===== config.mk =====
export PLATFORM = sky130hd
export DESIGN_NAME = uart_rx_os
export DESIGN_NICKNAME = d
export VERILOG_FILES = /design/src/rtl/uart_pkg.sv /design/src/rtl/uart_baud_tick.sv /design/src/rtl/uart_rx_os.sv
export SDC_FILE = /design/constraint.sdc
export NUM_CORES = 1
export LEC_CHECK = 0
export CORE_ASPECT_RATIO = 1.5
export CORE_UTILIZATION = 41
export CTS_CLUSTER_SIZE = 24
export DETAILED_ROUTE_END_ITERATION = 10
export HOLD_SLACK_MARGIN = 0.03
export PLACE_DENSITY_LB_ADDON = 0.1
export REMOVE_ABC_BUFFERS = 1
export SYNTH_ARGS = -nofsm -noshare
export SYNTH_HDL_FRONTEND = slang
export SYNTH_HIERARCHICAL = 1
export SYNTH_SLANG_ARGS = --single-unit

===== constraint.sdc =====
create_clock -name clk -period 2.2 [get_ports clk]
set_input_delay 0.66 -clock clk [delete_from_list [all_inputs] [get_ports clk]]
set_output_delay 0.66 -clock clk [all_outputs]
set_load 0.02 [all_outputs]

===== src/rtl/uart_pkg.sv =====
// Shared types and helpers for the oversampling UART receiver.
package uart_pkg;

  localparam int unsigned DATA_BITS = 8;

  typedef enum logic [2:0] {
    StIdle,
    StStart,
    StData,
    StParity,
    StStop,
    StBreak
  } uart_state_e;

  // Rounded clocks-per-sample-tick, never below 1.
  function automatic int unsigned calc_div(input int unsigned clk_hz, input int unsigned baud,
                                           input int unsigned os);
    int unsigned den;
    int unsigned div;
    den = baud * os;
    div = (clk_hz + den / 2) / den;
    return (div == 0) ? 1 : div;
  endfunction

endpackage


===== src/rtl/uart_baud_tick.sv =====
// Sample-tick divider: one-clk tick every Div clocks, restartable to phase zero.
module uart_baud_tick #(
  parameter int unsigned Div = 1
) (
  input  logic clk_i,
  input  logic rst_i,
  input  logic restart_i,
  output logic tick_o
);

  localparam int unsigned CntW = (Div > 1) ? $clog2(Div) : 1;
  localparam logic [CntW-1:0] CntMax = CntW'(Div - 1);

  logic [CntW-1:0] cnt_q, cnt_d;

  always_comb begin
    cnt_d  = cnt_q;
    tick_o = 1'b0;
    if (restart_i) begin
      cnt_d = '0;
    end else if (cnt_q == CntMax) begin
      cnt_d  = '0;
      tick_o = 1'b1;
    end else begin
      cnt_d = cnt_q + CntW'(1);
    end
  end

  always_ff @(posedge clk_i) begin
    if (rst_i) begin
      cnt_q <= '0;
    end else begin
      cnt_q <= cnt_d;
    end
  end

endmodule


===== src/rtl/uart_rx_os.sv =====
// Oversampling 8N1 UART receiver with majority vote, false-start and framing checks.
// Define UART_RX_PARITY_EN to add a parity bit check and the parity_err output.
module uart_rx_os
  import uart_pkg::*;
#(
  parameter int unsigned CLK_HZ     = 12000000,
  parameter int unsigned BAUD       = 9600,
  parameter int unsigned OVERSAMPLE = 16
`ifdef UART_RX_PARITY_EN
  ,
  parameter int unsigned PARITY_ODD = 0
`endif
) (
  input  logic       clk,
  input  logic       rst,
  input  logic       rx,
  output logic [7:0] rxbyte,
  output logic       received,
  output logic       frame_err,
`ifdef UART_RX_PARITY_EN
  output logic       parity_err,
`endif
  output logic       busy
);

  localparam int unsigned Div     = calc_div(CLK_HZ, BAUD, OVERSAMPLE);
  localparam int unsigned TickW   = $clog2(OVERSAMPLE);
  localparam int unsigned BitW    = $clog2(DATA_BITS);
  localparam logic [TickW-1:0] StartS0 = TickW'(OVERSAMPLE / 2 - 1);
  localparam logic [TickW-1:0] StartS1 = TickW'(OVERSAMPLE / 2);
  localparam logic [TickW-1:0] StartEv = TickW'(OVERSAMPLE / 2 + 1);
  localparam logic [TickW-1:0] BitS0   = TickW'(OVERSAMPLE - 3);
  localparam logic [TickW-1:0] BitS1   = TickW'(OVERSAMPLE - 2);
  localparam logic [TickW-1:0] BitEv   = TickW'(OVERSAMPLE - 1);
  localparam logic [BitW-1:0]  LastBit = BitW'(DATA_BITS - 1);

  uart_state_e      state_q, state_d;
  logic [1:0]       sync_q, sync_d;
  logic [TickW-1:0] tick_cnt_q, tick_cnt_d;
  logic [BitW-1:0]  bit_cnt_q, bit_cnt_d;
  logic [7:0]       shreg_q, shreg_d;
  logic [1:0]       vote_q, vote_d;
  logic [7:0]       rxbyte_q, rxbyte_d;
  logic             received_q, received_d;
  logic             frame_err_q, frame_err_d;
  logic             busy_q;
  logic             rx_s, tick, restart, maj, at_eval;
  logic [TickW-1:0] win0, win1, win_ev;
`ifdef UART_RX_PARITY_EN
  logic             par_bad_q, par_bad_d;
  logic             parity_err_q, parity_err_d;
  localparam logic  ParOdd = (PARITY_ODD != 0);
`endif

  uart_baud_tick #(
    .Div(Div)
  ) u_baud_tick (
    .clk_i    (clk),
    .rst_i    (rst),
    .restart_i(restart),
    .tick_o   (tick)
  );

  assign sync_d = {sync_q[0], rx};
  assign rx_s   = sync_q[1];
  assign maj    = (vote_q[0] & vote_q[1]) | (vote_q[0] & rx_s) | (vote_q[1] & rx_s);

  // START samples around the half-bit; later bits are counted from that mid-bit point.
  always_comb begin
    win0   = (state_q == StStart) ? StartS0 : BitS0;
    win1   = (state_q == StStart) ? StartS1 : BitS1;
    win_ev = (state_q == StStart) ? StartEv : BitEv;
  end

  assign at_eval = tick && (tick_cnt_q == win_ev);

  always_comb begin
    state_d     = state_q;
    tick_cnt_d  = tick_cnt_q;
    bit_cnt_d   = bit_cnt_q;
    shreg_d     = shreg_q;
    vote_d      = vote_q;
    rxbyte_d    = rxbyte_q;
    received_d  = 1'b0;
    frame_err_d = 1'b0;
    restart     = 1'b0;
`ifdef UART_RX_PARITY_EN
    par_bad_d    = par_bad_q;
    parity_err_d = 1'b0;
`endif
    if (tick && state_q != StIdle && state_q != StBreak) begin
      tick_cnt_d = (tick_cnt_q == BitEv) ? '0 : tick_cnt_q + TickW'(1);
      if (tick_cnt_q == win0) vote_d[0] = rx_s;
      if (tick_cnt_q == win1) vote_d[1] = rx_s;
    end
    unique case (state_q)
      StIdle: begin
        if (!rx_s) begin
          state_d    = StStart;
          tick_cnt_d = '0;
          bit_cnt_d  = '0;
          restart    = 1'b1;
        end
      end
      StStart: begin
        if (at_eval) begin
          if (maj) begin
            state_d = StIdle;
          end else begin
            state_d    = StData;
            tick_cnt_d = '0;
          end
        end
      end
      StData: begin
        if (at_eval) begin
          shreg_d   = {maj, shreg_q[7:1]};
          bit_cnt_d = bit_cnt_q + BitW'(1);
          if (bit_cnt_q == LastBit) begin
`ifdef UART_RX_PARITY_EN
            state_d = StParity;
`else
            state_d = StStop;
`endif
          end
        end
      end
`ifdef UART_RX_PARITY_EN
      StParity: begin
        if (at_eval) begin
          par_bad_d = maj ^ (^shreg_q) ^ ParOdd;
          state_d   = StStop;
        end
      end
`endif
      StStop: begin
        if (at_eval) begin
          if (maj) begin
            state_d = StIdle;
`ifdef UART_RX_PARITY_EN
            if (par_bad_q) begin
              parity_err_d = 1'b1;
            end else begin
              rxbyte_d   = shreg_q;
              received_d = 1'b1;
            end
`else
            rxbyte_d   = shreg_q;
            received_d = 1'b1;
`endif
          end else begin
            frame_err_d = 1'b1;
            state_d     = StBreak;
          end
        end
      end
      StBreak: begin
        if (rx_s) state_d = StIdle;
      end
      default: state_d = StIdle;
    endcase
  end

  always_ff @(posedge clk) begin
    if (rst) begin
      state_q     <= StIdle;
      sync_q      <= 2'b11;
      tick_cnt_q  <= '0;
      bit_cnt_q   <= '0;
      shreg_q     <= '0;
      vote_q      <= '0;
      rxbyte_q    <= '0;
      received_q  <= 1'b0;
      frame_err_q <= 1'b0;
      busy_q      <= 1'b0;
`ifdef UART_RX_PARITY_EN
      par_bad_q    <= 1'b0;
      parity_err_q <= 1'b0;
`endif
    end else begin
      state_q     <= state_d;
      sync_q      <= sync_d;
      tick_cnt_q  <= tick_cnt_d;
      bit_cnt_q   <= bit_cnt_d;
      shreg_q     <= shreg_d;
      vote_q      <= vote_d;
      rxbyte_q    <= rxbyte_d;
      received_q  <= received_d;
      frame_err_q <= frame_err_d;
      busy_q      <= (state_d != StIdle);
`ifdef UART_RX_PARITY_EN
      par_bad_q    <= par_bad_d;
      parity_err_q <= parity_err_d;
`endif
    end
  end

  assign rxbyte    = rxbyte_q;
  assign received  = received_q;
  assign frame_err = frame_err_q;
  assign busy      = busy_q;
`ifdef UART_RX_PARITY_EN
  assign parity_err = parity_err_q;
`endif

endmodule


Word-level counts from Yosys, hierarchy flattened

Index checks and enable logic that the tools add are counted.

Register bits after elaboration: 40
Input bits: 3
Output and inout bits: 11
Word-level logic and storage cells: 76

Reductions and logical operators: 14
Bitwise operators: 7
Mux-type cells: 27
$add $sub $neg: 3
Eq/ne operators: 13

Operators by type and width:

| kind                  | number |
|---|---|
| $mux W3               | 11 |
| $mux W4               | 6 |
| $pmux W3 S5           | 1 |
| $eq A4 B4 Y1          | 3 |
| $eq A3 B3 Y1 const B  | 3 |
| $pmux W4 S2           | 1 |
| $add A7 B1 Y7 const B | 1 |
| $eq A7 B7 Y1 const B  | 1 |
| $mux W1               | 6 |
| $pmux W3 S2           | 1 |
| $reduce_and A2 Y1     | 3 |
| $reduce_and A3 Y1     | 2 |
| $reduce_bool A3 Y1    | 2 |
| $reduce_or A3 Y1      | 2 |
| $add A4 B1 Y4 const B | 1 |
| $eq A4 B4 Y1 const B  | 1 |
| $ne A2 B2 Y1 const B  | 2 |
| $add A3 B1 Y3 const B | 1 |
| $and A1 B1 Y1         | 3 |
| $eq A3 B1 Y1 const B  | 1 |
| $eq A3 B2 Y1 const B  | 1 |
| $logic_and A1 B1 Y1   | 3 |
| $logic_not A3 Y1      | 1 |
| $ne A3 B3 Y1 const B  | 1 |
| 4 further kinds       | 6 |

Depth between registers and ports, before layout

Gate-level depths: netlist of the first run.

Word-level depth: 9
Depth in mapped cells: 10
Depth with buffers taken out: 9

By module

Netlist of the first run, hierarchy kept.

By module, submodules not included:

| module         | area an instance (um^2) | cells each | times used | sequential area each (um^2) |
|---|---|---|---|---|
| uart_rx_os     | 1482.7                  | 161        | 1          | 660.6 |
| uart_baud_tick | 302.8                   | 34         | 1          | 140.1 |

Worst setup path after synthesis of the first run

Ideal clock, no wire load.

Path kind: register to register
Start: register state_q[1]
End: register rxbyte_q[7] (netlist: rxbyte[7])
Clock period less this slack: 2.200 ns
Required time: 2.072 ns
Data arrival time: 2.073 ns
Cell stages (with the launch flop): 9
Path buffers: 2
Path slack: 0.000 ns
Library setup time: 0.128 ns
Cells stage by stage: dfxtp_1 clkbuf_1 nor4_1 nor3_1 and3_1 buf_2 nand4_1 mux2i_1 nor2_1

Cells in the longest elaborated chain, start to end: 5
Elaborated cells on any way between the ends: 9
Classes of those cells: eq/ne: 3; mux: 3; reduce/logical: 3

Ends and longest elaborated chain:

| item                               | line                 | RTL |
|---|---|---|
| start, declared                    | uart_rx_os.sv:37     | `uart_state_e state_q, state_d;` |
| start signal, assigned             | uart_rx_os.sv:166    | `state_q <= StIdle;` |
| start signal, assigned             | uart_rx_os.sv:181    | `state_q <= state_d;` |
| $logic_not A3 Y1                   | uart_rx_os.sv:96     | `unique case (state_q)` |
| $mux W1                            | uart_rx_os.sv:96     |  |
| net restart                        | uart_rx_os.sv:47     | `logic rx_s, tick, restart, maj, at_eval;` |
| $mux W1                            | uart_baud_tick.sv:19 | `if (restart_i) begin` |
| net tick                           | uart_rx_os.sv:47     |  |
| $logic_and A1 B1 Y1                | uart_rx_os.sv:75     | `assign at_eval = tick && (tick_cnt_q == win_ev);` |
| $reduce_and A3 Y1 (no source line) | --                   |  |
| end signal, assigned               | uart_rx_os.sv:187    | `rxbyte_q <= rxbyte_d;` |
| end, declared                      | uart_rx_os.sv:43     | `logic [7:0] rxbyte_q, rxbyte_d;` |

The timed path passes the listed nets, and every way through them passes these cells.
A chain may end at the register's enable or synchronous reset.

Worst setup path after layout of the first run

Start: register u_baud_tick.cnt_q[0]
End: register busy_q (netlist: busy)

Cells in the longest elaborated chain, start to end: 7
Elaborated cells on any way between the ends: 9
Classes of those cells: eq/ne: 1; mux: 6; reduce/logical: 2

Ends and longest elaborated chain:

| item                              | line                                                    | RTL |
|---|---|---|
| start, declared                   | uart_baud_tick.sv:14                                    | `logic [CntW-1:0] cnt_q, cnt_d;` |
| start signal, assigned            | uart_baud_tick.sv:33                                    | `cnt_q <= cnt_d;` |
| $eq A7 B7 Y1 (*)                  | uart_baud_tick.sv:21                                    | `end else if (cnt_q == CntMax) begin` |
| $mux W1 (*)                       | uart_baud_tick.sv:21                                    |  |
| $mux W1 (*)                       | uart_baud_tick.sv:19                                    |  |
| net tick                          | uart_rx_os.sv:47                                        |  |
| $logic_and A1 B1 Y1 (*)           | uart_rx_os.sv:75                                        |  |
| $mux W3, on equally long branches | uart_rx_os.sv:137, uart_rx_os.sv:106, uart_rx_os.sv:116 |  |
| $pmux W3 S5 (*)                   | uart_rx_os.sv:96                                        |  |
| $reduce_bool A3 Y1 (*)            | uart_rx_os.sv:190                                       | `busy_q <= (state_d != StIdle);` |
| end signal, assigned              | uart_rx_os.sv:190                                       |  |
| end, declared                     | uart_rx_os.sv:46                                        | `logic busy_q;` |

The timed path passes the listed nets; every way through them passes the cells marked *.

==> run_results.csv, run 1 <==
group,metric,value,unit
cells_and_area,ff_latch_area,800.8,um2
floorplanning,core,4209,um2
routing,wire_per_inst,14.15,um
job,cap_violations,0,
placed_design,routabilityCongestion,0.8803,
synthesis,synth.area.mux_share,0.1128,
power_and_ir_drop,swShare,0.2086,
setup_path,critPathRequiredTime,2.41,ns
synthesis,synth-compound-area-share,0.1184,
power_and_ir_drop,p_per_area,664.0,nW/um2
min_path,holdCritPathClass,"flip-flop to flip-flop",
cts,htreeDepth,2,
power_and_ir_drop,p_clk_frac,0.438,
placed_design,place_inst,259,
grt,gr-usage-met3,0.04050,
sta,rsz0062_at_grt,"false",
synthesis,ys.warnings.count,6,
cells_and_area,drive_gt1_frac,0.1357,
sta,period_needed,2.081,ns
synthesis,synth_top_area_frac,0.4485,
placed_design,portBuffers,13,
cells_and_area,final_cells,267,
setup_path,crit_arrival,2.29,ns
grt,grt_pass1_vias,1467,
grt,grt_max_degree,14,
power_and_ir_drop,p_seq_frac,0.518,
cts,clock-sinks,40,
setup_path,critical_path.endpoint_type,"flip-flop",
setup_path,cp_slowest_cell,"dfxtp_1",
synthesis,synthAdderAreaFrac,0.03504,
synthesis,synth_xor_area_frac,0.02453,
cts,clk_latency,0.29,ns
grt,grt_usage,0.1791,
grt,grt_overflow,0,
cells_and_area,fillers,399,
grt,antenna_found_initial,0,
setup_path,critPathMaxFanout,7,
routing,antenna_left,0,
floorplanning,dieArea,4628,um2
floorplanning,die_w,55.88,um
setup_path,path_class,"flip-flop to flip-flop",
grt,grt_pass1_wl,6.589,mm
routing,wl,3.778,mm
cells_and_area,nets,228,
sta,worst_hold_slack,0.4153,ns
sta,fin_crit_sh,0.9457,
cts,cts_resized,0,
setup_path,crit_buf_inv,1,
cts,hold_buffers,0,
floorplanning,initial_core_util,0.4242,
synthesis,avgSynthCellArea,9.156,um2
synthesis,synth_area_leaders,"dfxtp_1 (45%), mux2i_1 (11%), nor2_1 (6.7%)",
cells_and_area,fin_util,0.5110,
floorplanning,rows,29,
setup_path,rrSetupSlack,0.12,ns
synthesis,yosys.area_share.simple,0.2292,
power_and_ir_drop,leakage,0.8373,nW
sta,finClkSkew,0.006879,ns
synthesis,netlist_area,1785,um2
status,status,"finished, final reports clean",
power_and_ir_drop,p_sw,0.0002979,W
cts,clock_path_buffers,2,
sta,tightest_slew,0.4889,ns
grt,busiest_layer,"met2",
setup_path,crit_family,"simple AND/OR/NAND/NOR gates",
cts,clock-root-buffer,"clkbuf_8",
power_and_ir_drop,intPower,0.001130,W
sta,finalSetupViolCount,0,
floorplanning,pin_count,14,
sta,slew_headroom,0.6706,
cts,clk_pin_slew,0.08,ns
grt,grt_use_met1,0.2071,
cells_and_area,num_antenna_cells,0,
routing,drc,0,
sta,clock.fmax,0.4806,GHz
setup_path,start_kind,"flip-flop",
floorplanning,die_y,82.82,um
placed_design,dpl.hpwl,2.777,mm
sta,fin_setup_tns,0,ns
cts,postCtsSetupBuffers,0,
synthesis,yosys.area.top_type,"dfxtp_1",
cells_and_area,syn_to_final_growth,20.46,%
cts,cts_tree,"built",
routing,drt_iter0_drc,74,
routing,via_per_inst,5.513,
cts,cts_buffers,5,
synthesis,ys_seq_area_frac,0.4485,
synthesis,ys_seq_elements,40,
power_and_ir_drop,p_comb_frac,0.045,
routing,dr.pass1.iters,4,
sta,slew_violations,0,
synthesis,synthCells,195,
synthesis,ys_types,42,
setup_path,cp_slowest_stage_delay,0.40,ns
power_and_ir_drop,ir_drop,0.6892,mV
grt,use_met2,0.2968,
synthesis,synth_top_family_by_area,"simple AND/OR/NAND/NOR gates",
sta,final-hold-violation-count,0,
routing,via_count,1472,
setup_path,crit_chain,"ha_1, nand4bb_1, nor3_1, and3_1, buf_4, nand2_1, o32ai_1, nand2b_1, a41oi_1",
cells_and_area,multi_input_area,928.4,um2
flip-flops by register name, indices dropped and copies added, names as in the netlist, 2 cells and up:
signal	count
tick_cnt_q	4
shreg_q	8
bit_cnt_q	3
vote_q	2
rxbyte	8
sync_q	2
u_baud_tick/cnt_q	7
state_q	3
path summary, 6_finish.rpt:
| check | startpoint | endpoint | cells past startpoint |
|---|---|---|---|
| max | u_baud_tick/cnt_q[0] | busy | 9 |
| min | sync_q[0] | sync_q[1] | 1 |
| max reg2reg | u_baud_tick/cnt_q[0] | busy | 9 |
| min reg2reg | sync_q[0] | sync_q[1] | 1 |
cells in the final DEF (no fill, tap or decap), types with 2 or more instances in the layout:
master and count:
nor3_1 4, nand3_1 6, xor2_1 4, inv_1 2, a21o_1 2, or2_2 2, a21oi_1 13, nor2_1 32
clkdlybuf4s50_1 13, or3_1 3, clkbuf_8 6, nand2b_1 3, nand4_1 4, o21a_1 2, o21ai_0 9, ha_1 5
buf_4 14, nand2_1 15, dfxtp_1 40, and3_1 2, mux2i_1 19
final cells by class:
type / instances / share of cell area
multi-input combinational: 144 / 0.4316
sequential: 40 / 0.3723
timing repair buffer: 27 / 0.1094
clock buffer: 6 / 0.03839
tap: 46 / 0.02676
clock inverter: 2 / 0.01803
inverter: 2 / 0.003490
routing by layer:
| layer | part of all wire | wire [um] |
|---|---|---|
| met1 | 0.42 | 1591 |
| met2 | 0.51 | 1942 |
| met3 | 0.030 | 114 |
| met4 | 0.034 | 129 |
| met5 | 0 | 0 |
cells in the mapped netlist:
cell type / count
nor3_1: 4
or3_1: 3
nand2b_1: 3
buf_2: 2
nand4bb_1: 1
or2_2: 2
mux2_2: 1
clkbuf_1: 4
nor2_1: 32
nor2_4: 1
o31a_1: 1
buf_6: 1
xor2_1: 4
o2111ai_1: 1
and3_1: 2
o21ai_0: 9
and2_0: 1
xnor2_1: 1
inv_1: 2
a31oi_2: 1
dfxtp_1: 40
mux2i_1: 19
a41oi_1: 1
a21o_1: 2
nand4_1: 4
o21a_1: 2
a311oi_1: 1
nor3b_1: 1
o21ai_1: 1
nand3_1: 6
o32ai_1: 1
a41o_1: 1
nand3_2: 1
nor4b_2: 1
nand2_1: 15
nor3b_4: 1
and3b_1: 1
nor4_1: 1
a21oi_1: 13
buf_4: 1
clkbuf_2: 1
ha_1: 5
stage by stage:
step                power [W]  area, um2  worst slack, ns
floorplan           0.0007878       1737           0.1219
global placement    0.0008180       2029           0.2405
detailed placement  0.0008197       2029           0.1842
CTS                  0.001455       2151           0.1613
global route         0.001491       2151         0.009594
finish               0.001428       2151           0.1195
power by group through the flow:
stage          clock (W)  sequential, W  combinational (W)
2_1_floorplan          0       0.000758          0.0000301
3_3_place_gp           0       0.000755          0.0000626
3_5_place_dp           0       0.000756          0.0000636
4_1_cts         0.000652       0.000739          0.0000639
5_1_grt         0.000680       0.000741          0.0000705
6_report        0.000625       0.000739          0.0000637
cell families (layout without fill, tap and decap cells):
| kind of cell | Yosys count | in the layout |
|---|---|---|
| AOI/OAI and AO/OA | 34 | 34 |
| xor gates and xnor gates | 5 | 5 |
| adders and majority gates | 5 | 5 |
| buffers and inverters | 11 | 37 |
| DFF | 40 | 40 |
| muxes | 20 | 20 |
| and+or+nand+nor | 80 | 80 |
Power figures use the tool's default switching activity.
==> inputs of run 2 (changes only) <==
CAP_MARGIN = 20   (was unset)
==> results of run 2 <==
Same layout as run 1: the final DEF is identical, and so are final timing and power.
==> inputs of run 3 (changes only) <==
CORE_UTILIZATION = 51   (was 41)
==> run_results.csv, run 3 (synthesis gave the netlist of run 1 again) <==
group,metric,value,unit
sta,period_needed,1.986,ns
routing,wire_per_inst,13.23,um
setup_path,cp_slowest_cell,"nor4_1",
sta,tightest_slew,0.5654,ns
cells_and_area,num_antenna_cells,0,
routing,antenna_left,0,
setup_path,path_class,"flip-flop to flip-flop",
min_path,whs_endpoint,"sync_q[1]",
placed_design,place_inst,252,
cells_and_area,drive_gt1_frac,0.1324,
cts,clock_path_buffers,2,
sta,slew_headroom,0.6123,
min_path,hp-start,"sync_q[0]",
cells_and_area,final_cells,261,
grt,antenna_found_initial,0,
sta,finClkSkew,0.004492,ns
routing,via_per_inst,5.559,
cts,cts_tree,"built",
grt,grt_usage,0.2094,
power_and_ir_drop,leakage,0.8125,nW
sta,slew_violations,0,
sta,finalSetupViolCount,0,
setup_path,crit_top_cell,"a21oi_1",
cells_and_area,final_cell_mix,"dfxtp_1 (39), nor2_1 (32), mux2i_1 (19)",
routing,drt_iter0_drc,36,
routing,dr.pass1.iters,4,
power_and_ir_drop,ir_drop,0.5708,mV
setup_path,r2r-end,"bit_cnt_q[1]",
setup_path,worstRegToRegCells,7,
setup_path,crit_family,"simple AND/OR/NAND/NOR gates",
cells_and_area,nets,226,
cts,clock-root-buffer,"clkbuf_8",
grt,grt_pass1_wl,5.934,mm
setup_path,r2r-start,"state_q[1]",
setup_path,rrSetupSlack,0.21,ns
sta,rsz0062_at_grt,"false",
cells_and_area,final_area,2123,um2
setup_path,crit_buf_inv,0,
setup_path,critical_path.endpoint_type,"flip-flop",
routing,via_count,1451,
sta,clock.fmax,0.5035,GHz
routing,wl_met2,1.786,mm
cells_and_area,final_common_cell,"dfxtp_1",
floorplanning,initial_core_util,0.5277,
grt,grt_pass1_vias,1375,
placed_design,routabilityCongestion,0.9469,
status,status,"finished, final reports clean",
cts,hold_buffers,0,
floorplanning,rows,26,
cts,clock-sinks,40,
routing,wl_met1,1.420,mm
routing,wl_met3,114,um
cts,cts_buffers,5,
cts,clk_latency,0.28,ns
cts,htreeDepth,2,
job,cap_violations,0,
floorplanning,dieArea,3746,um2
floorplanning,core,3383,um2
routing,wl,3.453,mm
routing,drc,0,
setup_path,critPathRequiredTime,2.42,ns
placed_design,place_area,2002,um2
grt,grt_overflow,0,
floorplanning,die_y,74.47,um
routing,top_layer_used,"met4",
cells_and_area,fin_util,0.6276,
placed_design,portBuffers,13,
setup_path,start_kind,"flip-flop",
power_and_ir_drop,p_per_area,604.7,nW/um2
placed_design,dpl.hpwl,2.589,mm
floorplanning,die_w,50.31,um
setup_path,crit_chain,"nor4_1, nor3_2, and3_4, and3_1, a21oi_1, nand2_1, a21oi_1",
cells_and_area,syn_to_final_growth,18.92,%
sta,final-hold-violation-count,0,
cts,clk_pin_slew,0.07,ns
floorplanning,pin_count,14,
grt,grt_max_degree,15,
min_path,holdCritPathClass,"flip-flop to flip-flop",
setup_path,cp_slowest_stage_delay,0.55,ns
min_path,holdPathStages,1,
setup_path,crit_arrival,2.20,ns
sta,fin_setup_tns,0,ns
sta,fin_crit_sh,0.9028,
setup_path,critPathMaxFanout,8,
run 3: area by class of cell:
type                            count  area [um2]
Clock buffer                        8       90.09
Fill cell                         309        1260
Inverter                            2       7.507
Multi-Input combinational cell    144       938.4
Sequential cell                    40       802.0
Tap cell                           42       52.55
Timing Repair Buffer               25       232.7
run 3: metrics by stage:
step | power (W) | worst slack, ns | hold WS [ns]
final | 0.001284 | 0.2139 | 0.4143
after global routing | 0.001344 | 0.04810 | 0.4405
after CTS | 0.001307 | 0.03834 | 0.4188
after detailed placement | 0.0008171 | 0.05363 | 0.3996
after global placement | 0.0008155 | 0.1571 | 0.3968
after floorplan | 0.0007878 | 0.1219 | 0.3895
run 3: worst max path at each step:
stage	from	to	slack [ns]	cells past startpoint
6_report	state_q[1]	bit_cnt_q[1]	0.21	7
3_5_place_dp	u_baud_tick/cnt_q[0]	shreg_q[5]	0.05	8
2_1_floorplan	state_q[1]	rxbyte[0]	0.12	6
3_3_place_gp	u_baud_tick/cnt_q[0]	shreg_q[3]	0.16	8
4_1_cts	u_baud_tick/cnt_q[0]	shreg_q[5]	0.04	8
5_1_grt	u_baud_tick/cnt_q[1]	vote_q[1]	0.05	9
run 3: report_power, final:
group          switching (W)  total (W)  leakage [nW]  internal [W]
Sequential        0.00000808   0.000741         0.324      0.000732
Clock               0.000228   0.000483        0.0455      0.000256
Combinational      0.0000336  0.0000601         0.443     0.0000265
Total               0.000269    0.00128         0.812       0.00101
run 3: what timing repair did:
item | 4_1_cts | 5_1_grt
gates resized for setup | 0 | 4
buffers inserted | 0 | 1
endpoints found under the setup margin | 0 | 11
hold endpoints to repair | 0 | 0
run 3: routing by layer:
layer,track usage,vias up
met5,0,-
met4,0.1296,0
met3,0.05112,13
met2,0.3541,30
met1,0.2355,678
li1,-,730
